`config.mk`:
```
export PLATFORM = sky130hd
export DESIGN_NAME = square_wave_synthesizer
export DESIGN_NICKNAME = d
export VERILOG_FILES = /design/src/rtl/audio_pkg.sv /design/src/rtl/half_period_counter.sv /design/src/rtl/square_wave_synthesizer.sv
export SDC_FILE = /design/constraint.sdc
export NUM_CORES = 1
export LEC_CHECK = 0
export ABC_AREA = 1
export CELL_PAD_IN_SITES_DETAIL_PLACEMENT = 0
export CELL_PAD_IN_SITES_GLOBAL_PLACEMENT = 1
export CORE_MARGIN = 2
export CORE_UTILIZATION = 46
export DETAILED_ROUTE_END_ITERATION = 8
export PLACE_DENSITY_LB_ADDON = 0.08
export SKIP_CTS_REPAIR_TIMING = 1
export SLEW_MARGIN = 20
export SYNTH_ARGS = -nofsm -noshare
export SYNTH_HDL_FRONTEND = slang
export SYNTH_SLANG_ARGS = --single-unit
export TNS_END_PERCENT = 1
```
`constraint.sdc`:
```
create_clock -name clock -period 6 [get_ports clock]
set_input_delay 0.9 -clock clock [delete_from_list [all_inputs] [get_ports clock]]
set_output_delay 0.9 -clock clock [all_outputs]
set_load 0.01 [all_outputs]
```
`src/rtl/audio_pkg.sv`:
```
// audio_pkg -- definitions shared by the square-wave synthesizer and the
// sound sequencer that drives it.
//   NOTE_COUNT  : number of playable note indices (0..NOTE_COUNT-1)
//   SILENCE     : canonical "no note" code on the note-select bus
//   NOTE_HZ     : note frequencies, round(261.63 * 2^(i/12)) Hz
//   half_period : clock cycles per half wave of a note, evaluated at
//                 elaboration time only
package audio_pkg;

  localparam int          NOTE_COUNT = 36;
  localparam logic [31:0] SILENCE    = 32'hFFFF_FFFF;

  // Three octaves upward from C4.
  localparam int NOTE_HZ [NOTE_COUNT] = '{
     262,  277,  294,  311,  330,  349,  370,  392,  415,  440,  466,  494,
     523,  554,  587,  622,  659,  698,  740,  784,  831,  880,  932,  988,
    1047, 1109, 1175, 1245, 1319, 1397, 1480, 1568, 1661, 1760, 1865, 1976
  };

  typedef enum logic {
    IDLE = 1'b0,
    PLAY = 1'b1
  } synth_state_t;

  // Control bundle from the synthesizer FSM to its half-period counter.
  typedef struct packed {
    logic clear;   // park the counter: count=0, half=0
    logic load;    // start a new half period with a freshly selected length
    logic enable;  // advance within the current half period
  } counter_ctl_t;

  function automatic int half_period(input int clock_hz, input int idx);
    return clock_hz / (2 * NOTE_HZ[idx]);
  endfunction

  // The lowest note has the longest half period, so it sizes the counter.
  function automatic int counter_width(input int clock_hz);
    return $clog2(half_period(clock_hz, 0) + 1);
  endfunction

endpackage

```
`src/rtl/half_period_counter.sv`:
```
// half_period_counter -- counts clock cycles within one half wave.
//   clock    : system clock
//   reset    : asynchronous, active-high
//   clear    : force count and latched length to zero (idle)
//   load     : restart at count 0 with length = half
//   enable   : increment count
//   half     : half-period length to latch on load
//   terminal : high while count sits on the last cycle of the half period
// Priority is clear > load > enable. The owner is expected to assert load
// on terminal, so count never runs past half-1.
module half_period_counter #(
  parameter int WIDTH = 11
) (
  input  logic             clock,
  input  logic             reset,
  input  logic             clear,
  input  logic             load,
  input  logic             enable,
  input  logic [WIDTH-1:0] half,
  output logic             terminal
);

  logic [WIDTH-1:0] count;
  logic [WIDTH-1:0] half_q;

  always_ff @(posedge clock or posedge reset) begin
    if (reset) begin
      count  <= '0;
      half_q <= '0;
    end else if (clear) begin
      count  <= '0;
      half_q <= '0;
    end else if (load) begin
      count  <= '0;
      half_q <= half;
    end else if (enable) begin
      count  <= count + WIDTH'(1);
    end
  end

  assign terminal = (count == half_q - WIDTH'(1));

endmodule

```
`src/rtl/square_wave_synthesizer.sv`:
```
// square_wave_synthesizer -- turns a note index from the sound sequencer
// into a square wave for a speaker amplifier.
//   clock            : system clock, CLOCK_HZ
//   reset            : asynchronous, active-high
//   frequency_select : note index; any value >= NOTE_COUNT is silence
//   audio_pwm        : square-wave speaker drive
//   audio_sd         : amplifier enable, high while playing
//   playing          : status, high in PLAY
// The select is registered once (sel_q) and every decision uses sel_q.
// A note change while playing waits for the next toggle so no half period
// is ever cut short; silence stops the output immediately.
module square_wave_synthesizer #(
  parameter int CLOCK_HZ   = 100_000_000,
  parameter int NOTE_COUNT = audio_pkg::NOTE_COUNT
) (
  input  logic        clock,
  input  logic        reset,
  input  logic [31:0] frequency_select,
  output logic        audio_pwm,
  output logic        audio_sd,
  output logic        playing
);

  import audio_pkg::*;

  // The frequency table only covers the package's notes.
  localparam int NOTES = (NOTE_COUNT < audio_pkg::NOTE_COUNT) ? NOTE_COUNT
                                                              : audio_pkg::NOTE_COUNT;
  localparam int CW    = counter_width(CLOCK_HZ);

  synth_state_t state, state_next;
  counter_ctl_t ctl;
  logic [31:0]  sel_q;
  logic         sel_valid;
  logic [CW-1:0] half_tab [NOTES];
  logic [CW-1:0] half_sel;
  logic          terminal;
  logic          pwm_next;

  // Half-period lengths are constants; no divider is built.
  for (genvar i = 0; i < NOTES; i++) begin : g_half
    assign half_tab[i] = CW'(half_period(CLOCK_HZ, i));
  end

  always_ff @(posedge clock or posedge reset) begin
    if (reset) sel_q <= SILENCE;
    else       sel_q <= frequency_select;
  end

  // Unsigned compare: everything from NOTES up to all-ones is silence.
  assign sel_valid = (sel_q < 32'(NOTES));

  // Table lookup by full-width equality so out-of-range codes select nothing.
  always_comb begin
    half_sel = '0;
    for (int i = 0; i < NOTES; i++)
      if (sel_q == 32'(i)) half_sel = half_tab[i];
  end

  half_period_counter #(.WIDTH(CW)) u_counter (
    .clock    (clock),
    .reset    (reset),
    .clear    (ctl.clear),
    .load     (ctl.load),
    .enable   (ctl.enable),
    .half     (half_sel),
    .terminal (terminal)
  );

  // State register
  always_ff @(posedge clock or posedge reset) begin
    if (reset) state <= IDLE;
    else       state <= state_next;
  end

  // Next state
  always_comb begin
    state_next = state;
    case (state)
      IDLE:    if (sel_valid)  state_next = PLAY;
      PLAY:    if (!sel_valid) state_next = IDLE;
      default: state_next = IDLE;
    endcase
  end

  // Counter control and next wave level
  always_comb begin
    ctl      = '0;
    pwm_next = 1'b0;
    case (state)
      IDLE: begin
        if (sel_valid) begin
          // New note always starts high with a fresh phase.
          ctl.load = 1'b1;
          pwm_next = 1'b1;
        end else begin
          ctl.clear = 1'b1;
        end
      end
      PLAY: begin
        if (!sel_valid) begin
          ctl.clear = 1'b1;
        end else if (terminal) begin
          // Boundary: flip and pick up whatever note is selected now.
          ctl.load = 1'b1;
          pwm_next = ~audio_pwm;
        end else begin
          ctl.enable = 1'b1;
          pwm_next   = audio_pwm;
        end
      end
      default: ctl.clear = 1'b1;
    endcase
  end

  // Registered outputs
  always_ff @(posedge clock or posedge reset) begin
    if (reset) begin
      audio_pwm <= 1'b0;
      audio_sd  <= 1'b0;
      playing   <= 1'b0;
    end else begin
      audio_pwm <= pwm_next;
      audio_sd  <= (state_next == PLAY);
      playing   <= (state_next == PLAY);
    end
  end

endmodule

```
==> key figures <==
Yosys
  – Area leader, netlist: dfrtp_1
  – Most numerous cell in the Yosys netlist: nor2_1
  – Post-synth EDFFs: 0
  – Seq cells post-synth: 70
  – Post-synth cell types: 43
  – Synth Instances: 634
  – Share of Yosys cell area claimed by the top area cell type: between 20% and 30%
  – Yosys warns: 0
  – Net count after synthesis: 670
  – Syn Area/Cell: about 7.2 sq um
  – Synth Flop Type: dfrtp_1
  – Post-synthesis sequential area ratio: 39.2%
  – Fraction of registers with async set/reset: between 90% and 100%
  – Post-synth top cells: 136 x nor2_1, 118 x nand2_1, 81 x inv_1
  – Area contributors post-synth: dfrtp_1 21%, dfstp_2 18%, nor2_1 11%, nand2_1 9.7%, inv_1 6.6%
  – Post-synth design cell area: 0.00457 sq mm

Timing
  – Tcrit/Tclk final: 50.7%
  – Slew Limit Fails: 0
  – Max Freq: 329 MHz
  – Worst Tran Pin Value: about 0.83 ns
  – Min Hold Slack: 0.494 ns
  – Worst clock skew: 0.0127 ns
  – Final worst path period need: 3.04 ns
  – Unrepaired setup endpoints after global routing: no
  – Slew headroom: about 45%
  – Setup_tns: 0 ns
  – Final setup fails: 0
  – Fin. Hold Viols: 0

GRT
  – Global Route Usage Sum: 24.6%
  – GRT Residual Overflow: 0
  – Met2 GRT Util: 44.7%
  – Met3 usage: 3.78%
  – Largest net degree at the start of global routing: 71
  – Global-route wire length before repair: 21100 microns
  – Gr busiest metal: met2
  – GR Util met1: 27.6%
  – Vias in the first global route: about 4300
  – Initial antenna violation count: 0

Worst hold path
  – Worst hold path depth: 1
  – Hold WC Path Type: flop to flop
  – HP Start: u_counter.count[0]$_DFFE_PP0P_
  – Hold endpoint: u_counter.count[0]$_DFFE_PP0P_

Pwr
  – Peak VDD IR: 0.147 mV
  – PwrDens: approximately 180 mW/mm^2
  – Leakage: 2.52 nW

Setup path
  – FF-to-FF path depth: 14
  – Critical path required time: between 6 and 7 ns
  – Crit. End Element: flop
  – R2r endpoint: u_counter.half_q[16]$_DFFE_PP0P_
  – Setup crit start kind: flop
  – Critical path origin: sel_q[13]$_DFF_PP1_
  – Setup CP Type: flop to flop
  – Maximum fanout along the worst path: 11
  – Reg-to-reg critical path startpoint: sel_q[13]$_DFF_PP1_
  – Flop-to-flop setup slack: 2.96 ns
  – Critical Path AT: between 3 and 4 ns

Place
  – Port bufs: 36
  – RD Place Congestion: between 0.9 and 1
  – DP HPWL: just over 10000 microns

Detailed routing
  – Vias per cell: between 5 and 6
  – Aggregate routed wire length: 12600 microns
  – DRC violations left: 0
  – TritonRoute pass-1 iters: 5
  – Wire per inst: 15.5 microns
  – DR vias: between 4000 and 5000
  – DRT iter0 DRCs: between 200 and 250
  – ANT nets after route: 0

Clock network
  – Clock slew seen by the registers of the worst setup and hold paths: about 0.08 ns
  – Skew-Pair Late Insertion Delay: 0.35 ns
  – TritonCTS buffer count: 9
  – Max H-tree Level: 3
  – TritonCTS clock tree: built
  – Clock tree root driver cell: clkbuf_8
  – Maximum root-to-sink buffer count: 2
  – Sink Count: 70

Layout
  – Area growth from synthesis to layout: 15.5%
  – Share of cells above drive strength 1: 13.2%
  – Multi-input logic area: 0.00242 sq mm
  – Layout Nets: 711
  – Antenna diode count: 0
  – Fillers: 987
  – Register area: 0.00179 sq mm

Floorplanning
  – Io pins: 37
  – Core ar.: a little under 0.01 sq mm
  – Rows: 36
  – Die Y: roughly 100 microns
  – Die ar.: ~0.011 sq mm
  – Initial Utilization: 47.0%
  – Die Width: 104 microns

Job
  – Maxcap violations: 0

Outcome
  – Outcome: complete, no violations
[how the worst max path moves through the flow]
stage	slack, ns	endpoint
floorplan	3.38	audio_pwm$_DFFE_PP0P_
global placement	2.90	u_counter.half_q[6]$_DFFE_PP0P_
detailed placement	2.97	u_counter.half_q[16]$_DFFE_PP0P_
CTS	2.96	u_counter.half_q[16]$_DFFE_PP0P_
global route	2.62	u_counter.half_q[16]$_DFFE_PP0P_
finish	2.96	u_counter.half_q[16]$_DFFE_PP0P_
[metrics by stage]
step / utilization (%) / std cells / setup slack (ns) / power, mW / instance area [sq um]
after floorplan: - / 634 / 3.38 / 0.522 / 4570
after global placement: 52.0 / 797 / 2.90 / 0.552 / 5060
after detailed placement: 52.0 / 797 / 2.97 / 0.553 / 5060
after CTS: 54.3 / 813 / 2.96 / 0.974 / 5280
after global routing: 54.3 / 813 / 2.62 / 1.00 / 5280
final: 54.3 / 813 / 2.96 / 0.959 / 5280
[where the power goes]
group	total, mW	switching (mW)	internal (mW)
logic	0.0487	0.0256	0.0231
clock network	0.415	0.191	0.224
registers	0.495	0.00416	0.491
total	0.959	0.221	0.738
[state kept, by name, indices dropped and copies added, names as in the netlist]
name              cells
u_counter.half_q     18
audio_pwm             1
sel_q                32
playing               1
u_counter.count      18
[cells by family after synthesis]
group	share of synthesized area [%]
AND/OR/NAND/NOR	39.7
buffers and inverters	8.01
flip-flops	39.2
AO/OA/AOI/OAI	5.25
XOR/XNOR	7.36
adder cells (fa/ha/maj)	0.547
[cell type report]
class	instances	share of cell area, %
sequential	70	33.9
timing repair buffer	37	6.97
clock inverter	6	1.42
multi-input combinational	473	45.7
inverter	84	5.97
tap	133	3.15
clock buffer	10	2.82
[metal layers]
layer	routed length, microns	share of wire [%]
met5	0	0
met4	641	5.1
met3	577	4.6
met2	6440	51
met1	4950	39
[critical path: stages, from the launching register on]
cell	delay, ns
dfstp_2	0.36
nor2_1	0.10
nand2_1	0.07
nor2_2	0.19
nand3_1	0.33
nor2_1	0.68
inv_2	0.26
nor2_1	0.44
inv_1	0.11
nand3_1	0.10
nor2_1	0.05
nand4_1	0.09
nor2_1	0.05
nand2_1	0.06
nand2_1	0.05
[placed cells by master (no fill, tap or decap), drive strengths merged, types with 25 or more instances in the layout]
cell             n
clkdlybuf4s50   36
dfrtp           38
dfstp           32
inv             87
nand2          127
nand3           43
nand4           27
nor2           156
o21ai           25
xor2            26
Note: power is estimated with default switching activity, not from simulation.
==> edit, RTL diff (same flow settings) <==
Change the parameter `CLOCK_HZ` from 100_000_000 to 200_000_000.
--- a/src/rtl/square_wave_synthesizer.sv
+++ b/src/rtl/square_wave_synthesizer.sv
@@ -10,7 +10,7 @@
 // A note change while playing waits for the next toggle so no half period
 // is ever cut short; silence stops the output immediately.
 module square_wave_synthesizer #(
-  parameter int CLOCK_HZ   = 100_000_000,
+  parameter int CLOCK_HZ   = 200_000_000,
   parameter int NOTE_COUNT = audio_pkg::NOTE_COUNT
 ) (
   input  logic        clock,
Formal check against the unedited RTL: same outputs for any inputs over 10 cycles, from zero or initial values and one cycle with reset high; that may be too few to reach the edited logic, so the function may still have changed.
==> edit against the unedited design <==
Total power increased by 0.59%; wire length up 3.6%; hold slack improved by 0.020 ns; critical path depth decreased by 1; sequential share of layout area rose by 0.17 points; core utilization rose by 0.47 points; area after synthesis grew 3.3%; largest cell class unchanged; design area rose by 2.3%; cell count is 3.3% higher; first-iteration DRC count up 60%; sequential cell count rose by 2; sequential power grew 3%; critical path type unchanged; setup slack better by 0.13 ns.
==> edit: results (changes against the unedited design) <==
INFO  power_and_ir_drop overall_power=964uW [was 959 uW]
INFO  setup_path     cp_slowest_stage_delay=0.72ns [was 0.68 ns]
INFO  global_route   gr-usage-all-layers=24.7% [was 24.6%]
INFO  detailed_routing postRouteWirelength=13.1mm [was 12.6 mm]
INFO  setup_path     worstReg2RegStart=sel_q[28] [was sel_q[13]]
INFO  detailed_routing dr.first_iter.drc_count=343 [was 215]
INFO  synth          synth.top_cells.by_count=145 x nand2_1, 134 x nor2_1, 91 x inv_1, 40 x dfrtp_1, 39 x nand3_1 [was 136 x nor2_1, 118 x nand2_1, 81 x inv_1, 42 x nand3_1, 38 x dfrtp_1]
INFO  finish         largestRegisters=sel_q x32, u_counter.count x19, u_counter.half_q x19 [was sel_q x32, u_counter.count x18, u_counter.half_q x18]
INFO  detailed_routing vias_per_cell=5.27 [was 5.29]
INFO  power_and_ir_drop irDropWorstVdd=0.154mV [was 0.147 mV]
INFO  synth          post_synth_inst_count=662 [was 634]
INFO  synth          synth_xor_xnor_area_share=4.82% [was 7.36%]
INFO  setup_path     highest_net_fanout_along_the_worst_path=15 [was 11]
INFO  synth          synth_compound_gate_area_share=5.77% [was 5.25%]
INFO  power_and_ir_drop seqPwrFrac=52.8% [was 51.7%]
INFO  finish         stdcell_count=840 [was 813]
INFO  synth          post_synth_main_area_contributors=dfrtp_1 21%, dfstp_2 18%, nand2_1 12% [was dfrtp_1 21%, dfstp_2 18%, nor2_1 11%]
INFO  global_route   grt_start_max_net_pins=73 [was 71]
INFO  finish         final_net_count=738 [was 711]
INFO  finish         fillers=924 [was 987]
INFO  setup_path     r2r_end=u_counter.half_q[11] [was u_counter.half_q[16]]
INFO  synth          synth_adder_area_share=0.530% [was 0.547%]
INFO  placement      dpl-instance-area=5190um2 [was 5060 um2]
INFO  synth          synth_cell_type_count=41 [was 43]
INFO  placement      gp_routability_congestion=0.949 [was 0.960]
INFO  timing         worstMarginPinSlew=0.921ns [was 0.829 ns]
INFO  synth          nets_in_the_synthesized_netlist=698 [was 670]
INFO  placement      place_hpwl=10.5mm [was 10.2 mm]
INFO  setup_path     timing.critical_path.arrival=3.19ns [was 3.28 ns]
INFO  power_and_ir_drop cellLeakagePower=2.72nW [was 2.52 nW]
INFO  placement      post-place-ws=3.10ns [was 2.97 ns]
INFO  detailed_routing dr.pass1.iters=6 [was 5]
INFO  synth          yosysSeqAreaShare=39.0% [was 39.2%]
INFO  status         outcome=finished, final reports clean [unchanged]
INFO  timing         hold-worst-slack=0.514ns [was 0.494 ns]
INFO  global_route   grt_pass1_vias=4396 [was 4348]
INFO  power_and_ir_drop powerClk=408uW [was 415 uW]
INFO  finish         layout-drive-gt1-share=12.6% [was 13.2%]
INFO  timing         timing.clock.skew=0.0117ns [was 0.0127 ns]
INFO  power_and_ir_drop switching_share=24.5% [was 23.1%]
INFO  placement      placed_cells=824 [was 797]
INFO  global_route   grt_first_pass_wirelength=21.6mm [was 21.1 mm]
INFO  finish         syn2layout_area_growth=14.3% [was 15.5%]
edit: final cells by class:
| class | count | area share, % |
|---|---|---|
| inverter | 97 | 6.74 |
| tap | 133 | 3.08 |
| multi-input combinational | 485 | 45.4 |
| clock buffer | 9 | 2.29 |
| clock inverter | 7 | 1.55 |
| sequential | 72 | 34.1 |
| timing repair buffer | 37 | 6.81 |
edit: how the worst max path moves through the flow:
stage	start	end	slack, ns	depth (start not counted)
global route	sel_q[30]	u_counter.half_q[11]	2.80	13
floorplan	reset	audio_pwm	3.33	1
finish	sel_q[28]	u_counter.half_q[11]	3.08	13
detailed placement	sel_q[28]	u_counter.half_q[11]	3.10	13
CTS	sel_q[28]	u_counter.half_q[11]	3.06	13
global placement	sel_q[30]	u_counter.half_q[11]	3.05	13
edit: per-layer routing:
layer	up-vias	wire [um]	global-route usage [%]
met5	-	0	0
met4	0	533	11.5
met3	47	597	3.46
met2	156	6300	41.9
met1	2028	5630	30.9
li1	2199	-	-
